<file path="config.mk">
export PLATFORM = sky130hd
export DESIGN_NAME = lsu_subword
export DESIGN_NICKNAME = d
export VERILOG_FILES = /design/src/rtl/lsu_subword.sv
export SDC_FILE = /design/constraint.sdc
export NUM_CORES = 1
export LEC_CHECK = 0
export CORE_ASPECT_RATIO = 0.75
export CORE_MARGIN = 2
export CORE_UTILIZATION = 50
export DETAILED_ROUTE_END_ITERATION = 10
export PLACE_DENSITY = 0.9
export SLEW_MARGIN = 20
export SYNTH_ARGS = -nofsm -noshare
export SYNTH_HDL_FRONTEND = slang
export SYNTH_SLANG_ARGS = --single-unit
</file>
<file path="constraint.sdc">
create_clock -name clk_i -period 6.7 [get_ports clk_i]
set_input_delay 1.005 -clock clk_i [delete_from_list [all_inputs] [get_ports clk_i]]
set_output_delay 1.005 -clock clk_i [all_outputs]
set_load 0.01 [all_outputs]
</file>
<file path="src/rtl/lsu_subword.sv">
// Load/store unit: byte-addressed RV32 loads/stores to a word-wide data_mem, with RMW for SB/SH.
// Define LSU_MISALIGN_TRAP_EN to trap misaligned accesses; otherwise they are aligned down. DATA_WIDTH must be 32.
module lsu_subword #(
    parameter int ADDRESS_WIDTH = 16,
    parameter int DATA_WIDTH    = 32
) (
    input  logic                     clk_i,
    input  logic                     rst_i,
    input  logic                     req_i,
    input  logic                     we_i,
    input  logic [2:0]               funct3_i,
    input  logic [31:0]              addr_i,
    input  logic [DATA_WIDTH-1:0]    wd_i,
    output logic                     ready_o,
    output logic                     done_o,
    output logic [DATA_WIDTH-1:0]    rd_o,
    output logic                     misalign_o,
    output logic [ADDRESS_WIDTH-1:0] mem_a_o,
    output logic [DATA_WIDTH-1:0]    mem_wd_o,
    output logic                     mem_wen_o,
    input  logic [DATA_WIDTH-1:0]    mem_rd_i
);

    typedef enum logic [1:0] {S_IDLE, S_RD, S_WR, S_DONE} state_e;

    state_e                   state_q, state_d;
    logic                     we_q, err_q, mis_q;
    logic [2:0]               f3_q;
    logic [1:0]               lane_q;
    logic [DATA_WIDTH-1:0]    wd_q, buf_q;
    logic [ADDRESS_WIDTH-1:0] mem_a_q;

    logic                     req_illegal, req_misalign, accept;
    logic [DATA_WIDTH-1:0]    merged, load_val;
    logic [7:0]               byte_v;
    logic [15:0]              half_v;

    // Byte address bits above the word address window are intentionally dropped.
    logic unused_addr_hi;
    assign unused_addr_hi = ^addr_i[31:ADDRESS_WIDTH+2];

    assign accept = (state_q == S_IDLE) && req_i;

    always_comb begin
        if (we_i) req_illegal = funct3_i[2] || (funct3_i[1:0] == 2'b11);
        else      req_illegal = (funct3_i == 3'b011) || (funct3_i[2:1] == 2'b11);
    end

`ifdef LSU_MISALIGN_TRAP_EN
    always_comb begin
        req_misalign = !req_illegal &&
                       (((funct3_i[1:0] == 2'b01) && addr_i[0]) ||
                        ((funct3_i[1:0] == 2'b10) && (addr_i[1:0] != 2'b00)));
    end
`else
    assign req_misalign = 1'b0;
`endif

    always_ff @(posedge clk_i) begin
        if (rst_i) state_q <= S_IDLE;
        else       state_q <= state_d;
    end

    always_comb begin
        state_d = state_q;
        unique case (state_q)
            S_IDLE: begin
                if (req_i) begin
                    if (req_illegal || req_misalign)     state_d = S_DONE;
                    else if (we_i && funct3_i == 3'b010) state_d = S_WR;
                    else                                 state_d = S_RD;
                end
            end
            S_RD:    state_d = we_q ? S_WR : S_DONE;
            S_WR:    state_d = S_DONE;
            S_DONE:  state_d = S_IDLE;
            default: state_d = S_IDLE;
        endcase
    end

    // mem_a only moves for accesses that will reach memory, so it holds otherwise.
    always_ff @(posedge clk_i) begin
        if (rst_i) begin
            we_q    <= 1'b0;
            err_q   <= 1'b0;
            mis_q   <= 1'b0;
            f3_q    <= 3'b000;
            lane_q  <= 2'b00;
            wd_q    <= '0;
            buf_q   <= '0;
            mem_a_q <= '0;
        end else begin
            if (accept) begin
                we_q   <= we_i;
                err_q  <= req_illegal;
                mis_q  <= req_misalign;
                f3_q   <= funct3_i;
                lane_q <= addr_i[1:0];
                wd_q   <= wd_i;
                if (!req_illegal && !req_misalign) mem_a_q <= addr_i[ADDRESS_WIDTH+1:2];
            end
            if (state_q == S_RD) buf_q <= mem_rd_i;
        end
    end

    always_comb begin
        merged = buf_q;
        case (f3_q[1:0])
            2'b00:   merged[{lane_q, 3'b000} +: 8]     = wd_q[7:0];
            2'b01:   merged[{lane_q[1], 4'b0000} +: 16] = wd_q[15:0];
            default: merged = wd_q;
        endcase
    end

    assign byte_v = buf_q[{lane_q, 3'b000} +: 8];
    assign half_v = buf_q[{lane_q[1], 4'b0000} +: 16];

    always_comb begin
        case (f3_q)
            3'b000:  load_val = {{24{byte_v[7]}}, byte_v};
            3'b001:  load_val = {{16{half_v[15]}}, half_v};
            3'b100:  load_val = {24'h000000, byte_v};
            3'b101:  load_val = {16'h0000, half_v};
            default: load_val = buf_q;
        endcase
    end

    always_comb begin
        ready_o    = (state_q == S_IDLE);
        done_o     = (state_q == S_DONE);
        misalign_o = (state_q == S_DONE) && mis_q;
        rd_o       = '0;
        if (state_q == S_DONE && !we_q && !err_q && !mis_q) rd_o = load_val;
        mem_a_o    = mem_a_q;
        mem_wen_o  = (state_q == S_WR) && !rst_i;
        mem_wd_o   = (state_q == S_WR) ? merged : '0;
    end

endmodule

</file>
* Word-level counts from Yosys, hierarchy flattened
Index checks and enable logic that the tools add are counted.
** Cells by class
- Multiplexer cells :: 12
- Equality and inequality tests :: 12
- Bitwise operators :: 1
- Shift-type cells :: 6
- Reductions and logical operators :: 14
- Add/sub/neg operators :: 2
** Operator list (count)
- 32-bit one-hot mux with 4 select lines :: 1
- 32-bit bitwise mux :: 2
- 32-bit 2-to-1 mux :: 2
- 32-bit one-hot mux with 2 select lines :: 1
- 16-bit by 7-bit variable shift with 32-bit output, first input constant :: 1
- 8-bit by 7-bit variable shift with 32-bit output, first input constant :: 1
- 16-bit by 7-bit indexed part select with 32-bit output :: 1
- 32-bit by 6-bit indexed part select with 16-bit output :: 1
- 32-bit by 6-bit indexed part select with 8-bit output :: 1
- 8-bit by 7-bit indexed part select with 32-bit output :: 1
- 5-bit negation with 7-bit output :: 2
- 2-bit == test, second input constant :: 4
- 2-bit one-hot mux with 4 select lines :: 1
- 3-bit by 2-bit == test with 1-bit output, second input constant :: 2
- 3-bit == test, second input constant :: 2
- 2-bit 2-to-1 mux :: 3
- 1-bit logical AND :: 5
- 2-bit by 1-bit == test with 1-bit output, second input constant :: 2
- 2-bit logical NOT :: 2
- 3-bit by 1-bit == test with 1-bit output, second input constant :: 1
- 1-bit logical NOT :: 3
- 3-bit logical NOT :: 1
- 1-bit logical OR :: 2
- 1-bit 2-to-1 mux :: 2
- other kinds (3) :: 3
** Word-level totals
- Flip-flop bits (word level) :: 89
- Output and inout bits :: 84
- Word-level logic and storage cells :: 55
- Bits of input ports :: 103

* Longest topological paths before layout
Gate-level depths: netlist of run 1.
- Word-level depth :: 6
- Mapped depth :: 8
- Mapped depth without buffers :: 5

* Worst setup path before layout of run 1
No wires, ideal clock.
- Path type :: flip-flop to output port
- Start point :: reg lane_q[1]
- End point :: out mem_wd_o[1]
- Buffers on the path :: 2
- Cell stages (with the launch flop) :: 8
- Required time :: 5.695 ns
- Setup slack :: 3.505 ns
- Arrival :: 2.190 ns
- Cells stage by stage :: dfxtp_1 > buf_2 > buf_2 > inv_1 > ha_1 > nor3b_1 > a221oi_1 > a211oi_1
** Between the ends
- Word-level cells in the longest chain between the ends :: 5
- Elaborated cells between the ends (all ways) :: 10
- Classes of those cells :: add/sub (2); shift (4); mux (4)
** Ends and longest elaborated chain
- start, declared :: RTL line 29 : logic [1:0] lane_q;
- start signal, assigned :: RTL line 98 : lane_q <= addr_i[1:0];
- 5-bit negation with 7-bit output, on equally long branches :: RTL line 110, 109
- 16-bit by 7-bit indexed part select with 32-bit output, or another cell as far along :: RTL line 110 : 2'b01: merged[{lane_q[1], 4'b0000} +: 16] = wd_q[15:0];
- 32-bit bitwise mux, on equally long branches :: RTL line 110, 109
- 32-bit one-hot mux with 2 select lines * :: RTL line 108 : case (f3_q[1:0])
- 32-bit 2-to-1 mux * :: RTL line 136 : mem_wd_o = (state_q == S_WR) ? merged : '0;
- end, declared :: RTL line 19 : output logic [DATA_WIDTH-1:0] mem_wd_o,
Mark *: on every way between the ends. The rest lies on a longest branch, timed or not.

* Worst setup path in the final report of run 1
- Start point :: reg lane_q[1]
- End point :: out mem_wd_o[7]
The elaborated chain is that of the path after synthesis.

==> flow_metrics.py, run 1 <==
metrics = {
    "clock_tree": {
        "clkSinkCount": 89,
        "cts_setup_buffers": 0,
        "hold_buffers": 0,
        "clkTransAtPathRegs_ns": 0.07,
        "root_buffer": "clkbuf_16",
        "cts_tree": "built",
        "cts.htree.levels": 3,
        "cts_max_path_buffers": 2,
        "cts-resized-gates": 0,
        "insertion_delay_ns": 0.34,
        "cts_buffers": 9,
    },
    "critical_path": {
        "rrSetupSlack_ns": 4.30,
        "crit_slowest_cell": "dfxtp_1",
        "r2r_cells": 5,
        "cp.required_ns": 5.69,
        "rr_startpoint": "state_q[0]$_SDFFE_PP0P_",
        "endpoint": "mem_wd_o[7]",
        "worstPathCellList": "inv_1, ha_1, nor3b_1, a221oi_1, a211oi_1, clkdlybuf4s50_1",
        "crit_path_end_kind": "output port",
        "worstSetupPathType": "flop to output port",
        "cp-start-kind": "flop",
        "timing.rr.end": "mem_a_o[9]$_SDFFE_PP0P_",
        "arrival_ns": 3.83,
        "cp-startpoint": "lane_q[1]$_SDFFE_PP0P_",
        "critPathMaxStageDelay_ns": 0.94,
        "cp_max_fo": 20,
    },
    "routing": {
        "drtPass1Iterations": 5,
        "first_iter_violations": 521,
        "wl_per_cell_um": 18.3,
        "routed_wl_um": 17200,
        "vias": 5565,
        "ant_nets": 0,
        "vias_per_cell": 5.94,
        "drc_errors": 0,
    },
    "power_and_ir_drop": {
        "p_sw_mw": 0.868,
        "ir_worst_vdd_mv": 0.168,
        "cellPowerDensity_nw_per_um2": 298,
        "power_frac_clock": 0.231,
        "p_seq_frac": 0.367,
        "combPwrFrac": 0.402,
        "p_total_mw": 2.19,
        "p_int_mw": 1.32,
        "power_leakage_nw": 2.47,
        "netSwitchingFraction": 0.397,
    },
    "sta": {
        "hold_ws_ns": 0.458,
        "fin_crit_ns": 4.84,
        "maxSlewViolCount": 0,
        "worst_slew_pin_slew_ns": 1.09,
        "finalCritPeriodShare": 0.722,
        "finalClockSkew_ns": 0.0103,
        "fmax_mhz": 207,
        "setup_slack_ns": 1.86,
        "fin_tns_setup_ns": 0,
        "relSlewSlack": 0.275,
        "finalSetupViolations": 0,
        "final_hold_viol_count": 0,
        "grt_setup_unrepaired": "no",
    },
    "yosys": {
        "yosysTopAreaCellShare": 0.330,
        "async_flop_share": 0,
        "synth_nets": 780,
        "yosysUniqueCellTypes": 46,
        "yosysMostFrequentCell": "nand2_1",
        "yosysWarningCount": 0,
        "ys_seq_elements": 89,
        "postSynthCellCount": 668,
        "ys_top_cells_by_count": "103 x nand2_1, 89 x dfxtp_1, 65 x mux2i_1",
        "synth_ff_type": "dfxtp_1",
        "yosys.area.top_type": "dfxtp_1",
        "synth_area_leaders": "dfxtp_1 33%, mux2i_1 12%, nand2_1 7.2%",
        "synth_seq_area_share": 0.330,
        "synth.avg_cell_area_um2": 8.08,
        "synth.cell_area_um2": 5400,
        "synth_edf_count": 0,
    },
    "place": {
        "port_buffers": 171,
        "globalplace.congestion": 0.925,
        "dp_slack_ns": 2.39,
        "placed_cell_area_um2": 7040,
        "place_inst": 921,
        "post-dp-hpwl_um": 12600,
    },
    "grt": {
        "track_usage": 0.297,
        "grt_max_degree": 106,
        "antenna_found_initial": 0,
        "overflow": 0,
        "grt_pass1_wl_um": 26800,
        "grt_pass1_vias": 5359,
    },
    "floorplanning": {
        "fp.coreArea_um2": 10400,
        "die_h_um": 94.0,
        "rows": 32,
        "num_io_pins": 187,
        "initial_core_util": 0.519,
        "die-area_um2": 11700,
        "die_x_um": 124,
    },
    "finish": {
        "stdcell_count": 937,
        "num_antenna_cells": 0,
        "layout-drive-gt1-share": 0.0587,
        "syn2layout_area_growth_pct": 36.1,
        "nNetsFinal": 908,
        "n_fill_cell": 818,
        "fin_area_um2": 7350,
        "utilization": 0.706,
    },
    "worst_hold_path": {
        "hold_path.class": "flop to flop",
        "worstHoldPathCells": 2,
    },
    "flow_run": {
        "cap_viol_max_count": 0,
    },
    "run_status": {
        "status": "completed",
    },
}
==> per-layer routing <==
metal	vias to the layer above	GRT usage	share of wire
met3	47	0.0558	0.085
met5	-	0	0
met4	0	0.0955	0.025
met1	2610	0.401	0.44
li1	2599	-	-
met2	309	0.478	0.45
==> sequential cells by signal (all words and copies together) (netlist names) <==
signal	cells
f3_q	3
wd_q	32
lane_q	2
we_q	1
buf_q	32
err_q	1
mem_a_o	16
state_q	2
==> how the worst min path moves through the flow <==
stage,endpoint,slack (ns),from
2_1_floorplan,wd_q[16]$_SDFFE_PP0P_,0.44,wd_q[16]$_SDFFE_PP0P_
3_3_place_gp,wd_q[29]$_SDFFE_PP0P_,0.45,wd_q[29]$_SDFFE_PP0P_
3_5_place_dp,wd_q[24]$_SDFFE_PP0P_,0.45,wd_q[24]$_SDFFE_PP0P_
4_1_cts,wd_q[24]$_SDFFE_PP0P_,0.46,wd_q[24]$_SDFFE_PP0P_
5_1_grt,wd_q[24]$_SDFFE_PP0P_,0.48,wd_q[24]$_SDFFE_PP0P_
6_report,wd_q[24]$_SDFFE_PP0P_,0.46,wd_q[24]$_SDFFE_PP0P_
==> critical path, delay by kind of cell (launching register included) <==
kind	cells	cell delay, ns
buffers and inverters	2	0.82
adder cells (fa/ha/maj)	1	0.41
AND/OR/NAND/NOR	1	0.75
flip-flops	1	0.94
AO/OA/AOI/OAI	2	0.56
==> placed cells by master, fill, tap and decap left out, types with 2 or more instances in the layout <==
master           instances
clkdlybuf4s50_1        170
nand2_1                102
dfxtp_1                 88
mux2i_1                 65
inv_1                   43
a21oi_1                 39
nand2b_1                38
nor2_1                  36
o21ai_0                 33
a221oi_1                31
and2_1                  17
a211oi_1                15
mux2_2                   9
a221o_1                  9
a31oi_1                  9
clkbuf_16                9
nand3_1                  8
nand4b_1                 8
ha_1                     8
o32ai_1                  7
a221o_2                  7
nor2b_1                  5
nand3b_1                 4
buf_4                    4
nor3_1                   3
a21oi_4                  2
or2_2                    2
o21bai_1                 2
nor4_4                   2
clkinv_2                 2
clkinv_4                 2
==> cell type report <==
class / instances / area [µm²] / area share
clock buffers: 10 / 229 / 0.0312
clock inverters: 6 / 66.3 / 0.00903
inverters: 44 / 165 / 0.0225
multi-input cells: 477 / 3200 / 0.435
flip-flops and latches: 89 / 1780 / 0.243
well taps: 136 / 170 / 0.0232
repair buffers: 175 / 1740 / 0.236
==> power groups by stage <==
stage	sequential (mW)	clock, mW	combinational [mW]
floorplan	0.732	0	0.639
global placement	0.797	0	0.823
detailed placement	0.804	0	0.859
CTS	0.794	0.509	0.866
global route	0.815	0.531	0.956
finish	0.803	0.505	0.879
==> kinds of logic (layout without fill, tap and decap cells) <==
group | after synthesis | in the layout | synth area share
adders and majority gates | 9 | 9 | 0.0209
other | 1 | 1 | 0.000695
DFF | 89 | 89 | 0.330
and+or+nand+nor | 233 | 233 | 0.217
buffers and inverters | 102 | 235 | 0.0816
muxes | 75 | 75 | 0.144
AOI/OAI and AO/OA | 159 | 159 | 0.205
Power figures use the tool's default switching activity.
==> run 2, diff against run 1 <==
--- a/config.mk
+++ b/config.mk
@@ -7,9 +7,9 @@
 export LEC_CHECK = 0
 export CORE_ASPECT_RATIO = 0.75
 export CORE_MARGIN = 2
-export CORE_UTILIZATION = 50
+export CORE_UTILIZATION = 46
 export DETAILED_ROUTE_END_ITERATION = 10
-export PLACE_DENSITY = 0.9
+export PLACE_DENSITY = 0.84
 export SLEW_MARGIN = 20
 export SYNTH_ARGS = -nofsm -noshare
 export SYNTH_HDL_FRONTEND = slang
==> constraint.sdc (replaced) <==
create_clock -name clk_i -period 4.9 [get_ports clk_i]
set_input_delay 0.735 -clock clk_i [delete_from_list [all_inputs] [get_ports clk_i]]
set_output_delay 0.735 -clock clk_i [all_outputs]
set_load 0.01 [all_outputs]
==> run 2 against run 1 <==
Compared with the run above:
- sequential power rose by 37%
- sequential share of layout area fell by 0.15 points
- first-iteration DRC count rose by 14%
- wire length rose by 2.5%
- via count fell by 0.27%
- global-route usage fell by 2.1 points
- flip-flop and latch count did not move
- clock skew fell by 0.0065 ns
- clock power rose by 37%
==> flow_metrics.py, run 2 (same netlist as run 1, synthesis figures left out) <==
metrics = {
    "run_status": {
        "status": "completed",
    },
    "power_and_ir_drop": {
        "power_leakage_nw": 2.48,
        "ir_worst_vdd_mv": 0.209,
        "cellPowerDensity_nw_per_um2": 406,
        "p_total_mw": 3.00,
    },
    "critical_path": {
        "rrSetupSlack_ns": 2.98,
        "worstPathCellList": "inv_1, ha_1, nor3b_1, a221oi_1, a211oi_1, clkdlybuf4s50_1",
        "rr_startpoint": "state_q[1]$_SDFFE_PP0P_",
        "cp-start-kind": "flop",
        "timing.rr.end": "state_q[0]$_SDFFE_PP0P_",
        "crit_slowest_cell": "nor3b_1",
        "cp_max_fo": 11,
        "arrival_ns": 3.60,
        "crit_path_end_kind": "output port",
        "critPathMaxStageDelay_ns": 0.78,
        "cp.required_ns": 4.16,
        "cp-startpoint": "lane_q[1]$_SDFFE_PP0P_",
        "worstSetupPathType": "flop to output port",
        "r2r_cells": 5,
        "endpoint": "mem_wd_o[7]",
    },
    "grt": {
        "overflow": 0,
        "antenna_found_initial": 0,
        "grt_pass1_wl_um": 27400,
        "track_usage": 0.276,
        "grt_pass1_vias": 5222,
        "grt_max_degree": 106,
    },
    "place": {
        "placed_cell_area_um2": 7090,
        "port_buffers": 171,
        "post-dp-hpwl_um": 12700,
        "dp_slack_ns": 1.11,
        "globalplace.congestion": 0.921,
    },
    "sta": {
        "relSlewSlack": 0.242,
        "worst_slew_pin_slew_ns": 1.13,
        "finalCritPeriodShare": 0.885,
        "fin_crit_ns": 4.34,
        "finalSetupViolations": 0,
        "maxSlewViolCount": 0,
        "final_hold_viol_count": 0,
        "fmax_mhz": 231,
        "setup_slack_ns": 0.562,
        "grt_setup_unrepaired": "no",
        "finalClockSkew_ns": 0.00380,
        "fin_tns_setup_ns": 0,
    },
    "floorplanning": {
        "die_h_um": 97.8,
        "fp.coreArea_um2": 11500,
        "num_io_pins": 187,
        "die-area_um2": 12600,
        "die_x_um": 129,
        "initial_core_util": 0.468,
        "rows": 34,
    },
    "routing": {
        "drc_errors": 0,
        "ant_nets": 0,
        "drtPass1Iterations": 5,
        "vias_per_cell": 5.75,
        "vias": 5550,
        "wl_per_cell_um": 18.2,
        "first_iter_violations": 594,
        "routed_wl_um": 17600,
    },
    "clock_tree": {
        "hold_buffers": 0,
        "cts_setup_buffers": 0,
        "clkTransAtPathRegs_ns": 0.06,
        "cts_max_path_buffers": 2,
        "cts.htree.levels": 3,
        "insertion_delay_ns": 0.34,
        "clkSinkCount": 89,
        "root_buffer": "clkbuf_16",
        "cts_buffers": 9,
        "cts_tree": "built",
        "cts-resized-gates": 0,
    },
    "worst_hold_path": {
        "hold_path.class": "flop to flop",
    },
    "finish": {
        "num_antenna_cells": 0,
        "layout-drive-gt1-share": 0.0609,
        "utilization": 0.641,
        "fin_area_um2": 7390,
        "syn2layout_area_growth_pct": 36.9,
        "nNetsFinal": 911,
        "final_cell_mix": "170 x clkdlybuf4s50_1, 103 x nand2_1, 88 x dfxtp_1",
        "final_common_cell": "clkdlybuf4s50_1",
    },
    "flow_run": {
        "cap_viol_max_count": 0,
    },
}
## run 2: cell count changes in the layout (fill, tap and decap cells not counted)
cell / change
a21oi_2: +1
a21oi_4: -1
buf_4: +3
clkinv_2: -1
clkinv_4: -1
clkinvlp_4: +2
nand2_1: +1
nand2_2: -1
## run 2: where the power goes
group          internal [mW]  switching, mW
combinational          0.536          0.674
clock                  0.397          0.296
sequential             0.877          0.219
## run 2: worst min-delay path by stage
stage,from,to,slack [ns],cells after the start
finish,wd_q[24]$_SDFFE_PP0P_,wd_q[24]$_SDFFE_PP0P_,0.46,2
CTS,wd_q[30]$_SDFFE_PP0P_,wd_q[30]$_SDFFE_PP0P_,0.46,2
global placement,wd_q[25]$_SDFFE_PP0P_,wd_q[25]$_SDFFE_PP0P_,0.45,2
global route,wd_q[24]$_SDFFE_PP0P_,wd_q[24]$_SDFFE_PP0P_,0.48,2
detailed placement,wd_q[30]$_SDFFE_PP0P_,wd_q[30]$_SDFFE_PP0P_,0.45,2
floorplan,wd_q[16]$_SDFFE_PP0P_,wd_q[16]$_SDFFE_PP0P_,0.44,2
## run 2: critical path, delay by kind of cell, from the launching register on
kind / cells / cell delay, ns
adder cells (fa/ha/maj): 1 / 0.38
AND/OR/NAND/NOR: 1 / 0.78
buffers and inverters: 2 / 0.80
flip-flops: 1 / 0.69
AO/OA/AOI/OAI: 2 / 0.60
## run 2: routing by layer
layer  routed length (µm)  GRT usage
met3                 1490     0.0532
met1                 7780      0.380
met2                 7890      0.434
met4                  448     0.0903
met5                    0          0
## run 2: metrics by stage
| stage | hold slack, ns | std cells |
|---|---|---|
| 6_report | 0.456 | 966 |
| 4_1_cts | 0.458 | 966 |
| 2_1_floorplan | 0.437 | 668 |
| 3_5_place_dp | 0.448 | 950 |
| 3_3_place_gp | 0.447 | 950 |
| 5_1_grt | 0.481 | 966 |
## run 2: cell type report
| type | instances | area, µm² |
|---|---|---|
| inverter | 44 | 165 |
| fill | 983 | 4140 |
| clock inverter | 6 | 67.6 |
| timing repair buffer | 178 | 1760 |
| clock buffer | 10 | 229 |
| multi-input combinational | 477 | 3190 |
| tap | 162 | 203 |
| sequential | 89 | 1780 |
==> run 3, diff against run 2 <==
--- a/config.mk
+++ b/config.mk
@@ -8,6 +8,7 @@
 export CORE_ASPECT_RATIO = 0.75
 export CORE_MARGIN = 2
 export CORE_UTILIZATION = 46
+export CTS_CLUSTER_DIAMETER = 150
 export DETAILED_ROUTE_END_ITERATION = 10
 export PLACE_DENSITY = 0.84
 export SLEW_MARGIN = 20
==> results of run 3 <==
The final DEF is identical to that of run 2; final timing and power are the same.
